$ cat config.mk
export PLATFORM = sky130hd
export DESIGN_NAME = fetch_queue
export DESIGN_NICKNAME = d
export VERILOG_FILES = /design/src/rtl/fetch_pkg.sv /design/src/rtl/sync_fifo.sv /design/src/rtl/fetch_queue.sv
export SDC_FILE = /design/constraint.sdc
export NUM_CORES = 1
export LEC_CHECK = 0
export CAP_MARGIN = 20
export CELL_PAD_IN_SITES_DETAIL_PLACEMENT = 1
export CELL_PAD_IN_SITES_GLOBAL_PLACEMENT = 1
export CORE_MARGIN = 4
export CORE_UTILIZATION = 45
export CTS_CLUSTER_SIZE = 20
export DETAILED_ROUTE_END_ITERATION = 6
export GPL_ROUTABILITY_DRIVEN = 0
export PLACE_DENSITY_LB_ADDON = 0.1
export SETUP_SLACK_MARGIN = 0.1
export SYNTH_ARGS = -nofsm -noshare
export SYNTH_HDL_FRONTEND = slang
export SYNTH_HIERARCHICAL = 1
export SYNTH_SLANG_ARGS = --single-unit
$ cat constraint.sdc
create_clock -name clock -period 3.5 [get_ports clock]
set_input_delay 0.525 -clock clock [delete_from_list [all_inputs] [get_ports clock]]
set_output_delay 0.525 -clock clock [all_outputs]
set_load 0.02 [all_outputs]
$ cat src/rtl/fetch_pkg.sv
// Shared definitions for the instruction-fetch front end: reset PC,
// queue entry layout and the canonical NOP encoding.
package fetch_pkg;

  localparam logic [31:0] RESET_PC_DEF = 32'h0100_0000;
  localparam logic [31:0] NOP_INST     = 32'h0000_0013;

  typedef struct packed {
    logic [31:0] pc;
    logic [31:0] inst;
  } fetch_entry_t;

endpackage

$ cat src/rtl/sync_fifo.sv
// Synchronous ring-buffer FIFO with occupancy count and a synchronous flush.
// DEPTH must be a power of two so the pointers wrap naturally.
module sync_fifo #(
  parameter int WIDTH = 32,
  parameter int DEPTH = 4
) (
  input  logic                       clock,
  input  logic                       reset,
  input  logic                       clear,
  input  logic                       push,
  input  logic [WIDTH-1:0]           push_data,
  input  logic                       pop,
  output logic [WIDTH-1:0]           pop_data,
  output logic [$clog2(DEPTH):0]     count,
  output logic                       full,
  output logic                       empty
);

  localparam int PW = $clog2(DEPTH);
  localparam int CW = PW + 1;

  logic [WIDTH-1:0] mem [DEPTH];
  logic [PW-1:0]    rd_ptr;
  logic [PW-1:0]    wr_ptr;

  // NOTE: sequential state uses non-blocking assignments so every flop samples pre-edge values.
  always_ff @(posedge clock or posedge reset) begin
    if (reset) begin
      rd_ptr <= '0;
      wr_ptr <= '0;
      count  <= '0;
    end else if (clear) begin
      rd_ptr <= '0;
      wr_ptr <= '0;
      count  <= '0;
    end else begin
      if (push) wr_ptr <= wr_ptr + PW'(1);
      if (pop)  rd_ptr <= rd_ptr + PW'(1);
      count <= count + CW'(push) - CW'(pop);
    end
  end

  // NOTE: storage is not reset; entries are only observable once count says they were written.
  always_ff @(posedge clock) begin
    if (push && !clear) mem[wr_ptr] <= push_data;
  end

  assign pop_data = mem[rd_ptr];
  assign full     = (count == CW'(DEPTH));
  assign empty    = (count == '0);

endmodule

$ cat src/rtl/fetch_queue.sv
// Instruction-fetch front end: PC generation, credit-limited in-order memory
// requests, and a decode queue. Optional macro FETCH_QUEUE_BYPASS_EN lets a
// response reach deq_* in the same cycle when the queue is empty.
module fetch_queue
  import fetch_pkg::*;
#(
  parameter int                ADDR_W   = 32,
  parameter int                INST_W   = 32,
  parameter int                DEPTH    = 4,
  parameter logic [ADDR_W-1:0] RESET_PC = RESET_PC_DEF
) (
  input  logic              clock,
  input  logic              reset,
  output logic              imem_req_valid,
  input  logic              imem_req_ready,
  output logic [ADDR_W-1:0] imem_req_addr,
  input  logic              imem_rsp_valid,
  input  logic [INST_W-1:0] imem_rsp_data,
  output logic              deq_valid,
  input  logic              deq_ready,
  output logic [INST_W-1:0] deq_inst,
  output logic [ADDR_W-1:0] deq_pc,
  input  logic              redirect_valid,
  input  logic [ADDR_W-1:0] redirect_pc
);

  localparam int             CW      = $clog2(DEPTH) + 1;
  localparam logic [CW:0]    DEPTH_W = (CW + 1)'(DEPTH);

  typedef struct packed {
    logic [ADDR_W-1:0] pc;
    logic [INST_W-1:0] inst;
  } entry_t;

  logic [ADDR_W-1:0] fetch_pc;
  logic [CW-1:0]     drop;
  logic [CW-1:0]     inflight;
  logic [CW-1:0]     occupancy;
  logic [ADDR_W-1:0] pc_head;
  entry_t            q_head;
  entry_t            q_wdata;
  logic              pc_full, pc_empty, q_full, q_empty;
  logic              issue_ok, req_fire, rsp_keep, bypass, q_push, q_pop;

  // Credits: queued plus in-flight instructions never exceed DEPTH, so the queue cannot overflow.
  assign issue_ok       = !redirect_valid && (({1'b0, occupancy} + {1'b0, inflight}) < DEPTH_W);
  assign imem_req_valid = issue_ok && !reset;
  assign req_fire       = issue_ok && imem_req_ready;
  assign imem_req_addr  = fetch_pc;

  assign rsp_keep = imem_rsp_valid && !redirect_valid && (drop == '0);

`ifdef FETCH_QUEUE_BYPASS_EN
  assign bypass = q_empty && rsp_keep;
`else
  assign bypass = 1'b0;
`endif

  assign q_push  = rsp_keep && !(bypass && deq_ready);
  assign q_pop   = !q_empty && deq_ready;
  assign q_wdata = '{pc: pc_head, inst: imem_rsp_data};

  assign deq_valid = !q_empty || bypass;
  assign deq_inst  = !q_empty ? q_head.inst : (bypass ? imem_rsp_data : '0);
  assign deq_pc    = !q_empty ? q_head.pc   : (bypass ? pc_head       : RESET_PC);

  always_ff @(posedge clock or posedge reset) begin
    if (reset) begin
      fetch_pc <= RESET_PC;
      drop     <= '0;
    end else if (redirect_valid) begin
      fetch_pc <= {redirect_pc[ADDR_W-1:2], 2'b00};
      // Everything still outstanding after this cycle's response belongs to the old stream.
      drop     <= inflight - CW'(imem_rsp_valid);
    end else begin
      if (req_fire) fetch_pc <= fetch_pc + ADDR_W'(4);
      if (imem_rsp_valid && drop != '0) drop <= drop - CW'(1);
    end
  end

  sync_fifo #(.WIDTH(ADDR_W), .DEPTH(DEPTH)) u_pc_fifo (
    .clock     (clock),
    .reset     (reset),
    .clear     (1'b0),
    .push      (req_fire),
    .push_data (fetch_pc),
    .pop       (imem_rsp_valid),
    .pop_data  (pc_head),
    .count     (inflight),
    .full      (pc_full),
    .empty     (pc_empty)
  );

  sync_fifo #(.WIDTH($bits(entry_t)), .DEPTH(DEPTH)) u_inst_queue (
    .clock     (clock),
    .reset     (reset),
    .clear     (redirect_valid),
    .push      (q_push),
    .push_data (q_wdata),
    .pop       (q_pop),
    .pop_data  (q_head),
    .count     (occupancy),
    .full      (q_full),
    .empty     (q_empty)
  );

  a_rsp_has_request: assert property (@(posedge clock) disable iff (reset) !(imem_rsp_valid && pc_empty));
  a_req_has_slot:    assert property (@(posedge clock) disable iff (reset) !(req_fire && pc_full));
  a_queue_no_ovf:    assert property (@(posedge clock) disable iff (reset) !(rsp_keep && q_full));

endmodule
==> metrics.txt, run 1 <==
CTS H-Tree Depth=2; crit-path cells=buf_4, mux4_2, nor2b_1, clkdlybuf4s50_1; Reg clk slew, reported paths=0.06 ns; maximum clock rate=319 MHz; actual slew at the worst max-slew pin=0.884 ns; DR WL/cell=21.8 µm; Net Sw Frac=27.8%; Clock Skew=0.0134 ns; die width=204 µm; Worst-Skew Late Latency=0.53 ns; pwr/cell area=697 nW/µm²; design area=21300 µm²; DRT Pass-1 Iters=6; Initial Util=45.9%; share of cells above drive strength 1=17.9%; full die area=41800 µm²; # resized after CTS=0; Final setup viols=0; ANT cells=0; slowest CP cell=clkdlybuf4s50_1; DR vias=8913; critical path fanouts, max=17; crit path capture type=primary output; final WL=36300 µm; met2 wire length=18100 µm; Post-Route M1 WL=16200 µm; Syn-to-layout area delta=22.4%; Internal Pwr Total=10.7 mW; highest cell delay on the worst timing path=0.58 ns; Critical Path Source=u_inst_queue/rd_ptr[0]; Finished Core Util=56.2%; Post-Syn Instances=907; synthesized area=17400 µm²; post-DP HPWL=22800 µm; worst endpoint required time=2.97 ns; critical path class=reg2out; Worst setup SP type=flip-flop; GRT Overall Usage=17.4%; classification of the worst-slack hold path=in2async; worst path bufs/invs=2; Cell Area, Placed=19800 µm²; Data arrival, critical path=2.61 ns; vias in the first global route=9706; Fin. Hold Viols=0; die height=204 µm; status=finished, final reports clean; largest net degree at the start of global routing=65; VDD IR max=0.315 mV; first-pass GRT wire length=56600 µm; Post-CTS Setup Inserts=0; max cap viols=0; CP top delay family=buffers and inverters; antenna viol nets, final=0; post-route minimum period=3.13 ns; vias per inst=5.35; PortBufs=163; switching power=4.13 mW; RSZ-0062 raised after global routing=false; synthesized area per cell=19.2 µm²; Gate power share=25.6%; reg2reg start=u_pc_fifo/count[2]; Met3 Wirelength=1370 µm; max-slew violations=0; GRT Residual Overflow=0; total core area=37800 µm²; fin crit share=89.5%; Leak Pwr=6.98 nW; DRC viols=0; clk sink count=431; hold buffer count at cts=0; antenna violations before repair=0; TritonCTS clock tree=done; highest metal used=met4; Clock power frac=32.3%; headroom to the max-slew limit=40.6%; DRC violation total after the first TritonRoute iteration=423; CTS Buffer Depth=3; clk root buf=clkbuf_16; Rows=71; Inserted Clock Buffers=45; Seq pwr share=42.1%; Syn. warnings=6; Layout Nets=1210; TNS Setup=0 ns; Top Ports=168
## layout by cell type (no fill, tap or decap), drive strengths merged, types with 3 or more instances in the layout
cell,instances
clkdlybuf4s50,162
nand3b,3
mux4,96
nor2b,72
xnor2,7
o311ai,7
a21oi,7
bufinv,6
clkbuf,56
edfxtp,384
nand2,40
nor4,4
nor3,9
o211ai,5
o21ai,20
clkinv,19
mux2i,5
and2,9
ha,19
nand4,15
and3,3
xor2,5
buf,30
a221o,3
inv,22
a22oi,4
nor2,26
dfrtp,46
conb,18
or3,3
nand3,26
## per-stage QoR
stage	hold WS [ns]	cells	setup WS [ns]	power [mW]
after global placement	0.549	1583	0.866	10.2
after global routing	0.301	1667	0.252	15.6
after CTS	0.301	1667	0.313	15.1
after detailed placement	0.567	1583	0.849	10.2
after floorplan	0.328	924	0.314	8.58
final	0.297	1667	0.367	14.8
## final cells by class
cell class                 instances  area [µm²]
fill                            3442       16600
sequential                       431       12700
multi-input combinational        428        4340
timing repair buffer             192        1980
clock buffer                      56        1220
tap                              511         639
clock inverter                    28         292
inverter                          21        78.8
## routing by layer
metal,up-vias,GRT usage (%)
met2,185,29.3
met1,4662,24.3
li1,4017,-
met3,49,2.86
met5,-,0
met4,0,3.92
## power groups by stage
stage          clock network, mW  registers, mW  logic, mW
2_1_floorplan                  0           6.27       2.31
3_3_place_gp                   0           6.33       3.84
3_5_place_dp                   0           6.35       3.89
4_1_cts                     4.93           6.25       3.90
5_1_grt                     5.18           6.28       4.10
6_report                    4.79           6.24       3.80
## sequential cells by signal, indices dropped and copies added (netlist names)
name,cells
u_inst_queue/wr_ptr,2
imem_req_addr,30
u_inst_queue/mem,256
u_inst_queue/count,3
u_pc_fifo/count,3
u_inst_queue/rd_ptr,2
u_pc_fifo/wr_ptr,2
u_pc_fifo/mem,128
drop,3
u_pc_fifo/rd_ptr,2
## worst paths after layout
check	to	slack, ns	cells past startpoint
setup reg to reg	imem_req_addr[5]	0.86	9
max in group asynchronous	imem_req_addr[24]	2.65	3
setup / recovery	deq_inst[8]	0.37	4
hold reg to reg	drop[1]	0.56	2
min in group clock	u_inst_queue/rd_ptr[1]	0.32	2
hold / removal	u_pc_fifo/count[1]	0.30	2
No activity file was read; power rests on OpenSTA's default activity.
==> inputs of run 2 (changes only) <==
CORE_MARGIN = not set   (was 4)
==> run 2 against run 1 <==
  * Sequential share of layout area is 0.27 points lower
  * Clock skew grew 0.0086 ns
  * Die area decreased by 5.8%
  * Critical path type unchanged
  * Register-to-register slack improved by 0.04 ns
  * Clock power is 5.0% lower
  * Combinational power about the same
  * Power shrank 1.4%
  * Global-route usage grew 1.8 points
  * Via count grew 1.2%
  * Highest routed layer unchanged
==> metrics.txt, run 2 (synthesized netlist as in run 1, its figures left out) <==
clk root buf=clkbuf_16; Syn-to-layout area delta=22.9%; share of cells above drive strength 1=19.2%; antenna viol nets, final=0; highest cell delay on the worst timing path=0.58 ns; Top Ports=168; vias in the first global route=9660; Reg clk slew, reported paths=0.06 ns; max cap viols=0; clk sink count=431; worst path bufs/invs=2; GRT Residual Overflow=0; full die area=39400 µm²; Leak Pwr=7.04 nW; fin crit share=89.6%; die width=198 µm; Fin. Hold Viols=0; status=finished, final reports clean; Worst setup SP type=flip-flop; CP top delay family=buffers and inverters; critical path class=reg2out; first-pass GRT wire length=56800 µm; ANT cells=0; Final setup viols=0; VDD IR max=0.324 mV; final WL=36600 µm; die height=198 µm; critical path fanouts, max=21; headroom to the max-slew limit=43.7%; largest net degree at the start of global routing=67; CTS H-Tree Depth=2; Inserted Clock Buffers=46; vias per inst=5.36; TNS Setup=0 ns; RSZ-0062 raised after global routing=false; GRT Overall Usage=19.2%; commonest non-fill, non-tap cell in the layout=edfxtp_1; most frequent cells in the layout=384 x edfxtp_1, 162 x clkdlybuf4s50_1, 91 x mux4_2; max-slew violations=0; Layout Nets=1226; Worst-Skew Late Latency=0.55 ns; antenna violations before repair=0; slowest CP cell=clkdlybuf4s50_1; Clock Skew=0.0219 ns; Post-CTS Setup Inserts=0; post-route minimum period=3.14 ns; Initial Util=45.9%; Biggest register=u_inst_queue/mem; maximum clock rate=319 MHz; pwr/cell area=684 nW/µm²; non-filler instance count after layout=1682; hold buffer count at cts=0; TritonCTS clock tree=done; DR vias=9022; worst endpoint required time=2.97 ns; # resized after CTS=0; crit path capture type=primary output; CTS Buffer Depth=3; DRC viols=0; Data arrival, critical path=2.61 ns; max reg flops=256; DR WL/cell=21.8 µm; DRT Pass-1 Iters=4; post-DP HPWL=23800 µm; total core area=37800 µm²; worst hold slack=0.298 ns; Rows=71; DP Cell Count=1590; DRC violation total after the first TritonRoute iteration=386; classification of the worst-slack hold path=in2async; PortBufs=163; actual slew at the worst max-slew pin=0.844 ns; crit-path cells=buf_12, mux4_2, nor2b_1, clkdlybuf4s50_1
run 2: power breakdown:
group	switching, mW	internal [mW]	total, mW
logic	1.91	1.89	3.80
registers	0.336	5.93	6.26
clock network	1.90	2.65	4.55
run 2: path summary, 6_finish.rpt:
kind | start | end | slack [ns] | cells after the start
max in group asynchronous | reset | imem_req_addr[24] | 2.67 | 3
setup reg to reg | u_pc_fifo/count[2] | imem_req_addr[5] | 0.90 | 9
hold / removal | reset | u_pc_fifo/wr_ptr[0] | 0.30 | 2
min in group clock | redirect_valid | u_inst_queue/wr_ptr[0] | 0.31 | 2
hold reg to reg | drop[1] | drop[1] | 0.58 | 2
setup / recovery | u_inst_queue/rd_ptr[0] | deq_pc[14] | 0.36 | 4
run 2: per-stage QoR:
| step | area, µm² | power (mW) | worst slack [ns] | util, % |
|---|---|---|---|---|
| 6_report | 21400 | 14.6 | 0.365 | 56.4 |
| 3_5_place_dp | 19900 | 10.2 | 0.722 | 52.5 |
| 4_1_cts | 21300 | 14.8 | 0.130 | 56.3 |
| 5_1_grt | 21400 | 15.3 | 0.246 | 56.4 |
| 2_1_floorplan | 17400 | 8.58 | 0.314 | - |
| 3_3_place_gp | 19900 | 10.1 | 0.741 | 52.5 |
run 2: routing by layer:
layer,global-route usage (%),part of all wire [%],vias to the layer above
li1,-,-,4047
met1,26.4,45,4714
met2,32.2,49,209
met3,3.19,4.4,52
met4,4.39,1.7,0
met5,0,0,-
run 2: layout make-up:
cell class / count / area, µm²
clock buffer: 59 / 1240
timing repair buffer: 207 / 2160
tap: 511 / 639
inverter: 21 / 78.8
sequential: 431 / 12700
multi-input combinational: 428 / 4340
clock inverter: 25 / 185
fill: 3470 / 16500
==> inputs of run 3 (changes only) <==
CTS_CLUSTER_SIZE = not set   (was 20)
MAX_ROUTING_LAYER = met4   (was not set)
==> run 3 against run 2 <==
  * Worst setup slack better by 0.0066 ns
  * Clock power hardly changed
  * Critical path depth did not move
  * Wire length about the same
  * Combinational power is essentially flat
  * Sequential power barely moved
  * Largest cell class unchanged
  * Highest routed layer unchanged
==> metrics.txt, run 3 (synthesized netlist as in run 1, its figures left out) <==
Finished Core Util=56.4%; non-filler instance count after layout=1682; GRT Residual Overflow=0; # resized after CTS=0; headroom to the max-slew limit=43.4%; Final setup viols=0; clk root buf=clkbuf_16; total core area=37800 µm²; vias per inst=5.38; worst endpoint required time=2.97 ns; antenna viol nets, final=0; largest net degree at the start of global routing=67; CTS H-Tree Depth=2; DP Cell Count=1590; vias in the first global route=9661; hold buffer count at cts=0; DRT Pass-1 Iters=5; Leak Pwr=7.04 nW; critical path fanouts, max=21; Layout Nets=1226; most frequent cells in the layout=384 x edfxtp_1, 162 x clkdlybuf4s50_1, 91 x mux4_2; post-DP HPWL=23800 µm; crit-path cells=buf_12, mux4_2, nor2b_1, clkdlybuf4s50_1; maximum clock rate=320 MHz; max reg flops=256; full die area=39400 µm²; Data arrival, critical path=2.60 ns; RSZ-0062 raised after global routing=false; Syn-to-layout area delta=22.9%; share of cells above drive strength 1=19.2%; Post-CTS Setup Inserts=0; pwr/cell area=684 nW/µm²; Inserted Clock Buffers=46; Worst setup SP type=flip-flop; critical path class=reg2out; Worst-Skew Late Latency=0.55 ns; clk sink count=431; Initial Util=45.9%; VDD IR max=0.325 mV; status=finished, final reports clean; PortBufs=163; max-slew violations=0; final WL=36600 µm; DRC violation total after the first TritonRoute iteration=313; fin crit share=89.4%; CTS Buffer Depth=3; slowest CP cell=clkdlybuf4s50_1; ANT cells=0; DR WL/cell=21.8 µm; first-pass GRT wire length=56800 µm; antenna violations before repair=0; TritonCTS clock tree=done; Top Ports=168; worst hold slack=0.295 ns; reg2reg start=u_pc_fifo/count[2]; Clock Skew=0.0208 ns; Biggest register=u_inst_queue/mem; worst path bufs/invs=2; GRT Overall Usage=19.8%; die height=198 µm; die width=198 µm; crit path capture type=primary output; highest cell delay on the worst timing path=0.58 ns; Reg clk slew, reported paths=0.06 ns; post-route minimum period=3.13 ns; Critical Path Source=u_inst_queue/rd_ptr[0]; max cap viols=0; DRC viols=0; actual slew at the worst max-slew pin=0.848 ns; classification of the worst-slack hold path=in2async; DR vias=9046; TNS Setup=0 ns; Rows=71; CP top delay family=buffers and inverters; commonest non-fill, non-tap cell in the layout=edfxtp_1; Fin. Hold Viols=0
-- run 3: cell counts in the layout (fill, tap and decap cells not counted) --
Identical to the previous run, type by type.
-- run 3: worst reg2reg max path, cell delays in order (launching register included) --
cell and delay, ns:
dfrtp_1 0.42, ha_1 0.31, nor4_1 0.34, nand3_1 0.21, inv_2 0.11, buf_4 0.32, nor2_1 0.09, buf_4 0.23
a21o_1 0.18, a221o_1 0.28
-- run 3: per-stage QoR --
stage / setup WS [ns] / area [µm²] / total power, mW
6_report: 0.371 / 21400 / 14.6
5_1_grt: 0.247 / 21400 / 15.3
4_1_cts: 0.130 / 21300 / 14.8
3_5_place_dp: 0.722 / 19900 / 10.2
3_3_place_gp: 0.741 / 19900 / 10.1
2_1_floorplan: 0.314 / 17400 / 8.58
-- run 3: layer usage --
metal	up-vias	track usage [%]	routed length, µm
met5	-	-	0
met4	0	4.39	616
met3	55	3.10	1750
met2	203	32.3	18000
met1	4743	26.4	16200
li1	4045	-	-
-- run 3: path summary, 6_finish.rpt --
kind / endpoint / slack (ns) / depth (start not counted)
min in group clock: u_inst_queue/wr_ptr[0] / 0.31 / 2
max in group asynchronous: imem_req_addr[24] / 2.67 / 3
worst max-delay path: deq_pc[14] / 0.37 / 4
worst max register to register: imem_req_addr[5] / 0.89 / 9
worst min-delay path: u_pc_fifo/wr_ptr[0] / 0.29 / 2
worst min register to register: drop[1] / 0.58 / 2
-- run 3: report_power, final --
group	leakage (nW)	total [mW]	switching, mW	internal (mW)
logic	2.30	3.81	1.91	1.89
clock network	0.697	4.55	1.90	2.65
registers	4.04	6.26	0.336	5.93
total	7.04	14.6	4.14	10.5
-- run 3: layout make-up --
type	count	area, µm²
Fill cell	3470	16500
Inverter	21	78.8
Clock inverter	25	185
Multi-Input combinational cell	428	4340
Sequential cell	431	12700
Timing Repair Buffer	207	2160
Tap cell	511	639
Clock buffer	59	1240
